==> src/rtl/rs_dsp_pkg.sv <==
// Shared types and elaboration-time legality checks for the rs_dsp multiply-accumulate slice.
// Feedback mode encoding is common to the pipeline and anything that drives it.
package rs_dsp_pkg;

    typedef enum logic [1:0] {
        FB_MULT = 2'b00,
        FB_ACC  = 2'b01,
        FB_LOAD = 2'b10
    } fb_mode_e;

    localparam int SHIFT_WIDTH   = 6;
    localparam int IN_STAGES_MIN = 0;
    localparam int IN_STAGES_MAX = 3;

    // The accumulator must hold a full signed product and the whole output range.
    function automatic bit widths_legal(input int a_w, input int b_w, input int z_w,
                                        input int acc_w, input int in_stages);
        return (acc_w >= a_w + b_w + 1) && (acc_w >= z_w) && (z_w >= 2) &&
               (in_stages >= IN_STAGES_MIN) && (in_stages <= IN_STAGES_MAX);
    endfunction

endpackage

==> src/rtl/rs_dsp_round_sat.sv <==
// Output conditioning: optional round-half-up, arithmetic right shift, clamp to Z range.
// Rounding hardware exists only when RS_DSP_ROUND_EN is defined; otherwise round is ignored.
module rs_dsp_round_sat
    import rs_dsp_pkg::*;
#(
    parameter int ACC_WIDTH = 48,
    parameter int Z_WIDTH   = 38
) (
    input  logic signed [ACC_WIDTH-1:0]   v,
    input  logic        [SHIFT_WIDTH-1:0] shift_right,
    input  logic                          round,
    input  logic                          saturate,
    output logic        [Z_WIDTH-1:0]     z,
    output logic                          ovf
);

    // One guard bit so the rounding add can never wrap.
    localparam int EW = ACC_WIDTH + 1;
    localparam logic signed [EW-1:0] Z_MAX = {{(EW-Z_WIDTH+1){1'b0}}, {(Z_WIDTH-1){1'b1}}};
    localparam logic signed [EW-1:0] Z_MIN = {{(EW-Z_WIDTH+1){1'b1}}, {(Z_WIDTH-1){1'b0}}};

    logic signed [EW-1:0] v_ext;
    logic signed [EW-1:0] v_rnd;
    logic signed [EW-1:0] v_shr;

    assign v_ext = EW'(v);

`ifdef RS_DSP_ROUND_EN
    logic signed [EW-1:0] rnd_add;

    always_comb begin
        rnd_add = '0;
        if (round && (shift_right != '0) && (int'(shift_right) < ACC_WIDTH)) begin
            rnd_add = EW'(1) << (int'(shift_right) - 1);
        end
    end

    assign v_rnd = v_ext + rnd_add;
`else
    logic unused_round;

    assign unused_round = round;
    assign v_rnd        = v_ext;
`endif

    // Shifts at or beyond the accumulator width collapse to the sign of v.
    always_comb begin
        if (int'(shift_right) >= ACC_WIDTH) begin
            v_shr = v[ACC_WIDTH-1] ? '1 : '0;
        end else begin
            v_shr = v_rnd >>> shift_right;
        end
    end

    assign ovf = (v_shr > Z_MAX) || (v_shr < Z_MIN);

    always_comb begin
        if (saturate && ovf) begin
            z = v_shr[EW-1] ? Z_MIN[Z_WIDTH-1:0] : Z_MAX[Z_WIDTH-1:0];
        end else begin
            z = v_shr[Z_WIDTH-1:0];
        end
    end

endmodule

==> src/rtl/rs_dsp_multacc_pipe.sv <==
// Pipelined signed/unsigned multiply-accumulate: IN_STAGES input regs, multiply reg, acc/output reg.
// Optional rounding in the output stage is enabled by the RS_DSP_ROUND_EN macro.
module rs_dsp_multacc_pipe
    import rs_dsp_pkg::*;
#(
    parameter int A_WIDTH   = 20,
    parameter int B_WIDTH   = 18,
    parameter int Z_WIDTH   = 38,
    parameter int ACC_WIDTH = 48,
    parameter int IN_STAGES = 1
) (
    input  logic                   clk,
    input  logic                   lreset,
    input  logic                   in_valid,
    input  logic [A_WIDTH-1:0]     a,
    input  logic [B_WIDTH-1:0]     b,
    input  logic                   unsigned_a,
    input  logic                   unsigned_b,
    input  logic [1:0]             feedback,
    input  logic                   subtract,
    input  logic [SHIFT_WIDTH-1:0] shift_right,
    input  logic                   round,
    input  logic                   saturate,
    input  logic                   clear_sat,
    output logic                   out_valid,
    output logic [Z_WIDTH-1:0]     z,
    output logic                   sat_flag
);

    localparam int P_WIDTH = A_WIDTH + B_WIDTH + 1;

    if (!widths_legal(A_WIDTH, B_WIDTH, Z_WIDTH, ACC_WIDTH, IN_STAGES)) begin : g_param_check
        $error("rs_dsp_multacc_pipe: illegal width/stage parameters");
    end

    typedef struct packed {
        logic                   valid;
        logic [A_WIDTH-1:0]     a;
        logic [B_WIDTH-1:0]     b;
        logic                   ua;
        logic                   ub;
        logic [1:0]             fb;
        logic                   sub;
        logic [SHIFT_WIDTH-1:0] sh;
        logic                   rnd;
        logic                   sat;
        logic                   clr;
    } in_beat_t;

    typedef struct packed {
        logic                        valid;
        logic signed [ACC_WIDTH-1:0] q;
        logic [1:0]                  fb;
        logic [SHIFT_WIDTH-1:0]      sh;
        logic                        rnd;
        logic                        sat;
        logic                        clr;
    } mult_beat_t;

    in_beat_t in_beat;
    in_beat_t in_d;

    assign in_beat = '{valid: in_valid, a: a, b: b, ua: unsigned_a, ub: unsigned_b,
                       fb: feedback, sub: subtract, sh: shift_right, rnd: round,
                       sat: saturate, clr: clear_sat};

    if (IN_STAGES == 0) begin : g_no_in_reg
        assign in_d = in_beat;
    end else begin : g_in_reg
        for (genvar gi = 0; gi < IN_STAGES; gi++) begin : g_stage
            in_beat_t stage_reg;
            in_beat_t stage_next;
            if (gi == 0) begin : g_head
                assign stage_next = in_beat;
            end else begin : g_link
                assign stage_next = g_stage[gi-1].stage_reg;
            end
            always_ff @(posedge clk or posedge lreset) begin
                if (lreset) begin
                    stage_reg <= '0;
                end else begin
                    stage_reg <= stage_next;
                end
            end
        end
        assign in_d = g_stage[IN_STAGES-1].stage_reg;
    end

    // Multiply stage: one extra bit per operand makes signed and unsigned share one multiplier.
    logic signed [A_WIDTH:0]       a_ext;
    logic signed [B_WIDTH:0]       b_ext;
    logic signed [P_WIDTH-1:0]     p;
    logic signed [ACC_WIDTH-1:0]   p_ext;
    logic signed [ACC_WIDTH-1:0]   q_next;
    mult_beat_t                    m_next;
    mult_beat_t                    m_reg;

    assign a_ext  = {in_d.a[A_WIDTH-1] & ~in_d.ua, in_d.a};
    assign b_ext  = {in_d.b[B_WIDTH-1] & ~in_d.ub, in_d.b};
    assign p      = P_WIDTH'(a_ext) * P_WIDTH'(b_ext);
    assign p_ext  = ACC_WIDTH'(p);
    assign q_next = in_d.sub ? -p_ext : p_ext;
    assign m_next = '{valid: in_d.valid, q: q_next, fb: in_d.fb, sh: in_d.sh,
                      rnd: in_d.rnd, sat: in_d.sat, clr: in_d.clr};

    always_ff @(posedge clk or posedge lreset) begin
        if (lreset) begin
            m_reg <= '0;
        end else begin
            m_reg <= m_next;
        end
    end

    // Accumulate / output stage. Reserved mode 2'b11 falls into the MULT path.
    logic signed [ACC_WIDTH-1:0] acc_reg;
    logic signed [ACC_WIDTH-1:0] acc_next;
    logic                        acc_load;
    logic [Z_WIDTH-1:0]          z_next;
    logic                        ovf;
    logic [Z_WIDTH-1:0]          z_reg;
    logic                        out_valid_reg;
    logic                        sat_flag_reg;

    always_comb begin
        acc_next = m_reg.q;
        acc_load = 1'b0;
        case (m_reg.fb)
            FB_ACC: begin
                acc_next = acc_reg + m_reg.q;
                acc_load = 1'b1;
            end
            FB_LOAD: acc_load = 1'b1;
            default: acc_load = 1'b0;
        endcase
    end

    rs_dsp_round_sat #(
        .ACC_WIDTH (ACC_WIDTH),
        .Z_WIDTH   (Z_WIDTH)
    ) u_round_sat (
        .v           (acc_next),
        .shift_right (m_reg.sh),
        .round       (m_reg.rnd),
        .saturate    (m_reg.sat),
        .z           (z_next),
        .ovf         (ovf)
    );

    always_ff @(posedge clk or posedge lreset) begin
        if (lreset) begin
            acc_reg       <= '0;
            z_reg         <= '0;
            out_valid_reg <= 1'b0;
            sat_flag_reg  <= 1'b0;
        end else begin
            out_valid_reg <= m_reg.valid;
            if (m_reg.valid) begin
                z_reg <= z_next;
                if (acc_load) begin
                    acc_reg <= acc_next;
                end
                // A beat that overflows wins over its own clear request.
                if (ovf) begin
                    sat_flag_reg <= 1'b1;
                end else if (m_reg.clr) begin
                    sat_flag_reg <= 1'b0;
                end
            end
        end
    end

    assign out_valid = out_valid_reg;
    assign z         = z_reg;
    assign sat_flag  = sat_flag_reg;

endmodule

==> config.mk <==
export PLATFORM = sky130hd
export DESIGN_NAME = rs_dsp_multacc_pipe
export DESIGN_NICKNAME = d
export VERILOG_FILES = /design/src/rtl/rs_dsp_pkg.sv /design/src/rtl/rs_dsp_round_sat.sv /design/src/rtl/rs_dsp_multacc_pipe.sv
export SDC_FILE = /design/constraint.sdc
export NUM_CORES = 2
export LEC_CHECK = 0
export ABC_AREA = 1
export CAP_MARGIN = 20
export CORE_MARGIN = 2
export CORE_UTILIZATION = 35
export CTS_CLUSTER_SIZE = 24
export DETAILED_ROUTE_END_ITERATION = 10
export PLACE_DENSITY = 0.49
export SYNTH_ARGS = -nofsm -noshare
export SYNTH_HDL_FRONTEND = slang
export SYNTH_SLANG_ARGS = --single-unit
==> constraint.sdc <==
create_clock -name clk -period 15.4 [get_ports clk]
set_input_delay 2.31 -clock clk [delete_from_list [all_inputs] [get_ports clk]]
set_output_delay 2.31 -clock clk [all_outputs]
set_load 0.05 [all_outputs]
== After elaboration in Yosys (flattened, before gate mapping) ==
Cells that the tools add are included.

* Bits in registers: 199
* Bits in latches: 0
* Bits in writable memories: 0
* ROM bits: 0
* Input port bits: 55
* Output and inout port bits: 40
* Word-level logic and storage cells: 48
* Memories: 0

* Add/sub/neg operators: 2
* Multiply operators: 1
* Div/mod/pow operators: 0
* Magnitude comparators: 3
* Equality and inequality tests: 2
* Shifts and indexed selects: 1
* Mux-type cells: 9
* Bitwise operators: 4
* Reduce and logical (&&, ||, !) cells: 6

{| class="wikitable"
|+ Operators by type and width
! kind !! number
|-
| $mux 49 || 2
|-
| $mux 48 || 2
|-
| $mux 38 || 2
|-
| $gt 49x38->1 const B || 1
|-
| $lt 49x38->1 const B || 1
|-
| $sshr 48x6->49 || 1
|-
| $add 48x48->48 || 1
|-
| $neg 39->48 || 1
|-
| $mul 21x19->39 || 1
|-
| $ge 6x6->1 const B || 1
|-
| $reduce_and 2->1 || 2
|-
| $mux 1 || 3
|-
| $and 1x1->1 || 2
|-
| $eq 2x1->1 const B || 1
|-
| $eq 2x2->1 const B || 1
|-
| $not 1->1 || 2
|-
| $reduce_bool 2->1 || 1
|-
| $reduce_or 2->1 || 1
|-
| $logic_and 1x1->1 || 1
|-
| $logic_or 1x1->1 || 1
|}

== Logic depth before layout (Yosys ltp) ==
* Word-level depth: 8
* Depth in mapped cells: 35
* Mapped depth without buffers: 33

== By module ==
From an unflattened synthesis, not the netlist that was laid out.

* Cell total of the unflattened synthesis: 4361
* Area, all modules: 30399.2 um2

{| class="wikitable"
|+ Modules (own cells, without submodules)
! module !! instances !! cells each !! area each (um2) !! seq. area each (um2)
|-
| rs_dsp_multacc_pipe || 1 || 3687 || 27298.7 || 5029.8
|-
| rs_dsp_round_sat || 1 || 674 || 3100.5 || 0.0
|}

== Worst setup path after synthesis ==
OpenSTA, ideal clock, no wires.

* Path type: register to register
* Start point: register g_in_reg.g_stage[0].stage_reg, in the netlist a_ext[19]
* End point: register m_reg[49] (netlist name)
* Library setup time: 79 ps
* Data arrival time: 7177 ps
* Required time: 15321 ps
* Setup slack: 8144 ps
* Stages on the path, launching flop included: 27
* Path buffers: 2
* Clock period less this slack: 7256 ps
* Path through: dfrtp_1 > clkbuf_1 > clkbuf_1 > nand2_1 > nor2_1 > fa_1 > inv_1 > fa_1 > fa_1 > inv_1 > fa_1 > fa_1 > fa_1 > ha_1 > ha_1 > a21oi_1 > o21ai_0 > a221oi_1 > nand2_1 > a31o_2 > xor2_1 > inv_1 > nand2_1 > nor3_1 > nand4_1 > nand2_1 > xor2_1

* Longest elaborated chain between the ends: 4

{| class="wikitable"
|+ RTL lines
! what !! line !! RTL
|-
| start: declaration || rs_dsp_multacc_pipe.sv:71 || <nowiki>in_beat_t stage_reg;</nowiki>
|-
| start signal: assignment || rs_dsp_multacc_pipe.sv:82 || <nowiki>stage_reg <= stage_next;</nowiki>
|-
| $and 1x1->1 || rs_dsp_multacc_pipe.sv:98 || <nowiki>assign a_ext = {in_d.a[A_WIDTH-1] & ~in_d.ua, in_d.a};</nowiki>
|-
| $mul 21x19->39 * || rs_dsp_multacc_pipe.sv:100 || <nowiki>assign p = P_WIDTH'(a_ext) * P_WIDTH'(b_ext);</nowiki>
|-
| $neg 39->48 || rs_dsp_multacc_pipe.sv:102 || <nowiki>assign q_next = in_d.sub ? -p_ext : p_ext;</nowiki>
|-
| $mux 48 * || rs_dsp_multacc_pipe.sv:102 ||
|-
| net q_next[38] || rs_dsp_multacc_pipe.sv:94 || <nowiki>logic signed [ACC_WIDTH-1:0] q_next;</nowiki>
|-
| end signal: assignment || rs_dsp_multacc_pipe.sv:110 || <nowiki>m_reg <= m_next;</nowiki>
|-
| end: declaration || rs_dsp_multacc_pipe.sv:96 || <nowiki>mult_beat_t m_reg;</nowiki>
|}

Mark *: on every way through the listed nets, which the timed path passes. The rest lies on a longest branch.
A chain may end at the register's enable or synchronous reset.

== Worst setup path after layout ==
* Start point: register g_in_reg.g_stage[0].stage_reg, in the netlist b_ext[17]
* End point: register m_reg[57] (netlist name)

* Longest elaborated chain between the ends: 4

{| class="wikitable"
|+ RTL lines
! what !! line !! RTL
|-
| $and 1x1->1 || rs_dsp_multacc_pipe.sv:99 || <nowiki>assign b_ext = {in_d.b[B_WIDTH-1] & ~in_d.ub, in_d.b};</nowiki>
|-
| $mul 21x19->39 * || rs_dsp_multacc_pipe.sv:100 ||
|-
| $neg 39->48 || rs_dsp_multacc_pipe.sv:102 ||
|-
| $mux 48 * || rs_dsp_multacc_pipe.sv:102 ||
|-
| net q_next[46] || rs_dsp_multacc_pipe.sv:94 ||
|}

Marked as above.

==> impl_results.md <==
* First-pass GRT wire length at 132000 um
* # H-tree levels at 4
* Later-pin clock latency in the skew report at 510 ps
* Critical path type: reg -> reg
* GRT overflow at 0
* Total Routing Usage GR at 0.194
* Most frequent cells in the layout: nand2_1 (1354), inv_1 (849), fa_1 (398), nand3_1 (210), dfrtp_1 (199)
* Num ports at between 90 and 100
* WL/cell at about 15 um
* Initial core utilization at 0.352
* Arrival @ worst endpoint at between 8000 and 9000 ps
* Dpl cells at between 5000 and 6000
* Avg Synthesized Cell Area at between 7 and 8 sq um
* Nets@finish at 4688
* Slew headroom at 0.335
* EDFF count, synth at 0
* P&R area growth vs syn at 8.22%
* Worst hold slack at roughly 350 ps
* Share of flip-flops with an asynchronous set or reset at 1.00
* Hold Path Sink: m_reg[5]$_DFF_PP0_
* Hold_buf cts at 0
* Mapped Nets at 4719
* Worst Tran Pin Value at 997 ps
* Fin crit share at 0.550
* Max reg flops at about 60
* TritonRoute pass-1 iters at 8
* Most used DFF post-synth: dfrtp_1
* Most common cell after layout, fill and taps aside: nand2_1
* Worst path max stage delay at around 540 ps
* Fillers at a little under 9000
* Post-CTS setup buffer count at 0
* Hold Path Depth at 0
* Layout Utilization at 0.381
* Final Non-Filler Cells at 5165
* Data required, critical path at roughly 16000 ps
* Hold Path Origin: g_in_reg.g_stage[0].stage_reg[5]$_DFF_PP0_
* Vias in the first global route at 24417
* RSZ-0062 raised after global routing: no
* CP startpoint kind: flip-flop
* Cells on worst reg2reg path at 34
* Crit. End Element: flip-flop
* Critical path fanouts, max at 22
* CP max stage cell: fa_1
* CTS root buf: clkbuf_16
* Routed WL at between 80000 and 90000 um
* Reg2reg end: m_reg[57]$_DFF_PP0_
* R2R Setup Slk at about 6900 ps
* Initial antenna violation count at 0
* Pin count of the biggest net entering global routing at 88
* Max-cap violations at 0
* Synthesis warning total at 0
* Clock sinks at 199
* Drt initial violations at 1337
* Setup TNS at 0 ps
* Post_cts resized at 0
* Vias per cell at 4.61
* Via count at between 20000 and 25000
* DIE WIDTH at a little under 300 um
* Core area at 83400 sq um
* Hpwl dp at 66600 um
* Reg-to-reg startpoint: b_ext[17]$_DFF_PP0_
* Final Skew at 27.5 ps
* Final GP Congestion at 0.929
* Fin crit period at ~8500 ps
* Seq/Total Area, Yosys at 0.169
* Port bufs at 93
* Worst hold path class: reg -> reg
* TritonCTS Buffers at 17
* Die area at ~86000 sq um
* Max Slew Vio Count at 0
* Die height at just under 300 um
* Max clock buf depth at 2
* FP Rows at 106
* Syn Inst Count at 4103
* CTS tree: yes
* Outcome: finished, final reports clean
* Reg clk slew, reported paths at about 100 ps
* #FFs+latches synth at approximately 200
* Cell area after synthesis at between 20000 and 30000 sq um
* Antenna diodes at 0
* Final hold vios at 0
* Antenna-violating nets left at 0
* Share of layout cells above drive strength 1 at 0.0379
* Netlist cell types at roughly 50
* Remaining DRCs at 0
* Fmax achieved at ~120 MHz
* Endpoints failing setup at 0
[layer usage]
metal	routed length [um]	part of all wire	global-route usage	up-vias
met1	39200	0.49	0.274	11306
met3	2340	0.029	0.0212	56
met4	1160	0.014	0.0377	0
met5	0	0	0	-
met2	37300	0.47	0.320	337
li1	-	-	-	12121
[worst max-delay path: cells and delay by family, from the launching register on]
| kind | cells | cell delay [ps] |
|---|---|---|
| adders and majority gates | 8 | 3840 |
| and+or+nand+nor | 9 | 1300 |
| AOI/OAI and AO/OA | 7 | 1280 |
| buffers and inverters | 9 | 1020 |
| xor gates and xnor gates | 1 | 530 |
| DFF | 1 | 330 |
[kinds of logic after synthesis]
family / Yosys count / synth area share
multiplexers: 7 / 0.00238
flip-flops: 199 / 0.169
AND/OR/NAND/NOR: 1860 / 0.258
XOR/XNOR: 116 / 0.0346
adder cells (fa/ha/maj): 561 / 0.340
buffers and inverters: 1046 / 0.136
AO/OA/AOI/OAI: 314 / 0.0586
[cells in the mapped netlist, types with 2 or more instances]
master    instances  area, sq um
nand2_1        1354         5080
inv_1           851         3190
fa_1            398         7970
nand3_1         210         1050
dfrtp_1         199         4980
nor2_1          174          653
ha_1            163         2040
o21ai_0         149          746
clkbuf_1        116          435
a21oi_1          91          455
xor2_1           67          587
xnor2_1          49          429
buf_1            37          139
or2_2            27          169
inv_2            21         78.8
nor3_1           21          105
nand4_1          20          125
nor2_2           17          106
a31oi_1          15         93.8
o211ai_1         15          113
o21ai_1          11         55.1
buf_2            10         50.1
o21bai_1          9         67.6
nand3_2           8         80.1
mux2i_1           7         70.1
nand2_2           7         43.8
a21o_1            6         45.0
nand3b_1          6         45.0
buf_4             5         37.5
and2_1            4         25.0
o221ai_1          4         35.0
a211oi_1          3         22.5
buf_6             3         33.8
nor2_4            3         33.8
nor4_1            3         18.8
o21a_1            3         22.5
a21boi_0          2         15.0
a21boi_1          2         15.0
[area by class of cell]
class                           instances  area, sq um  area share
Tap cell                             1080         1350      0.0425
Sequential cell                       199         4980       0.157
Clock buffer                           18          439      0.0138
Inverter                              873         3280       0.103
Multi-Input combinational cell       2858        20400       0.642
Timing Repair Buffer                  123         1160      0.0363
Clock inverter                         14          189     0.00594
[worst max-delay path by stage]
stage / startpoint / end / depth (start not counted)
floorplan: lreset / a_ext[0]$_DFF_PP0_ / 1
global route: a_ext[19]$_DFF_PP0_ / m_reg[57]$_DFF_PP0_ / 24
global placement: a_ext[19]$_DFF_PP0_ / m_reg[57]$_DFF_PP0_ / 24
finish: b_ext[17]$_DFF_PP0_ / m_reg[57]$_DFF_PP0_ / 34
detailed placement: a_ext[19]$_DFF_PP0_ / m_reg[57]$_DFF_PP0_ / 24
CTS: a_ext[19]$_DFF_PP0_ / m_reg[57]$_DFF_PP0_ / 24
[metrics by stage]
step | area [sq um] | setup slack (ps)
after global placement | 31200 | 6810
after global routing | 31800 | 6230
after CTS | 31800 | 6780
after floorplan | 29400 | 7660
final | 31800 | 6940
after detailed placement | 31200 | 6800
Power is not shown: default switching activity piles up to over one toggle a cycle in this logic, so the estimate is an artifact.
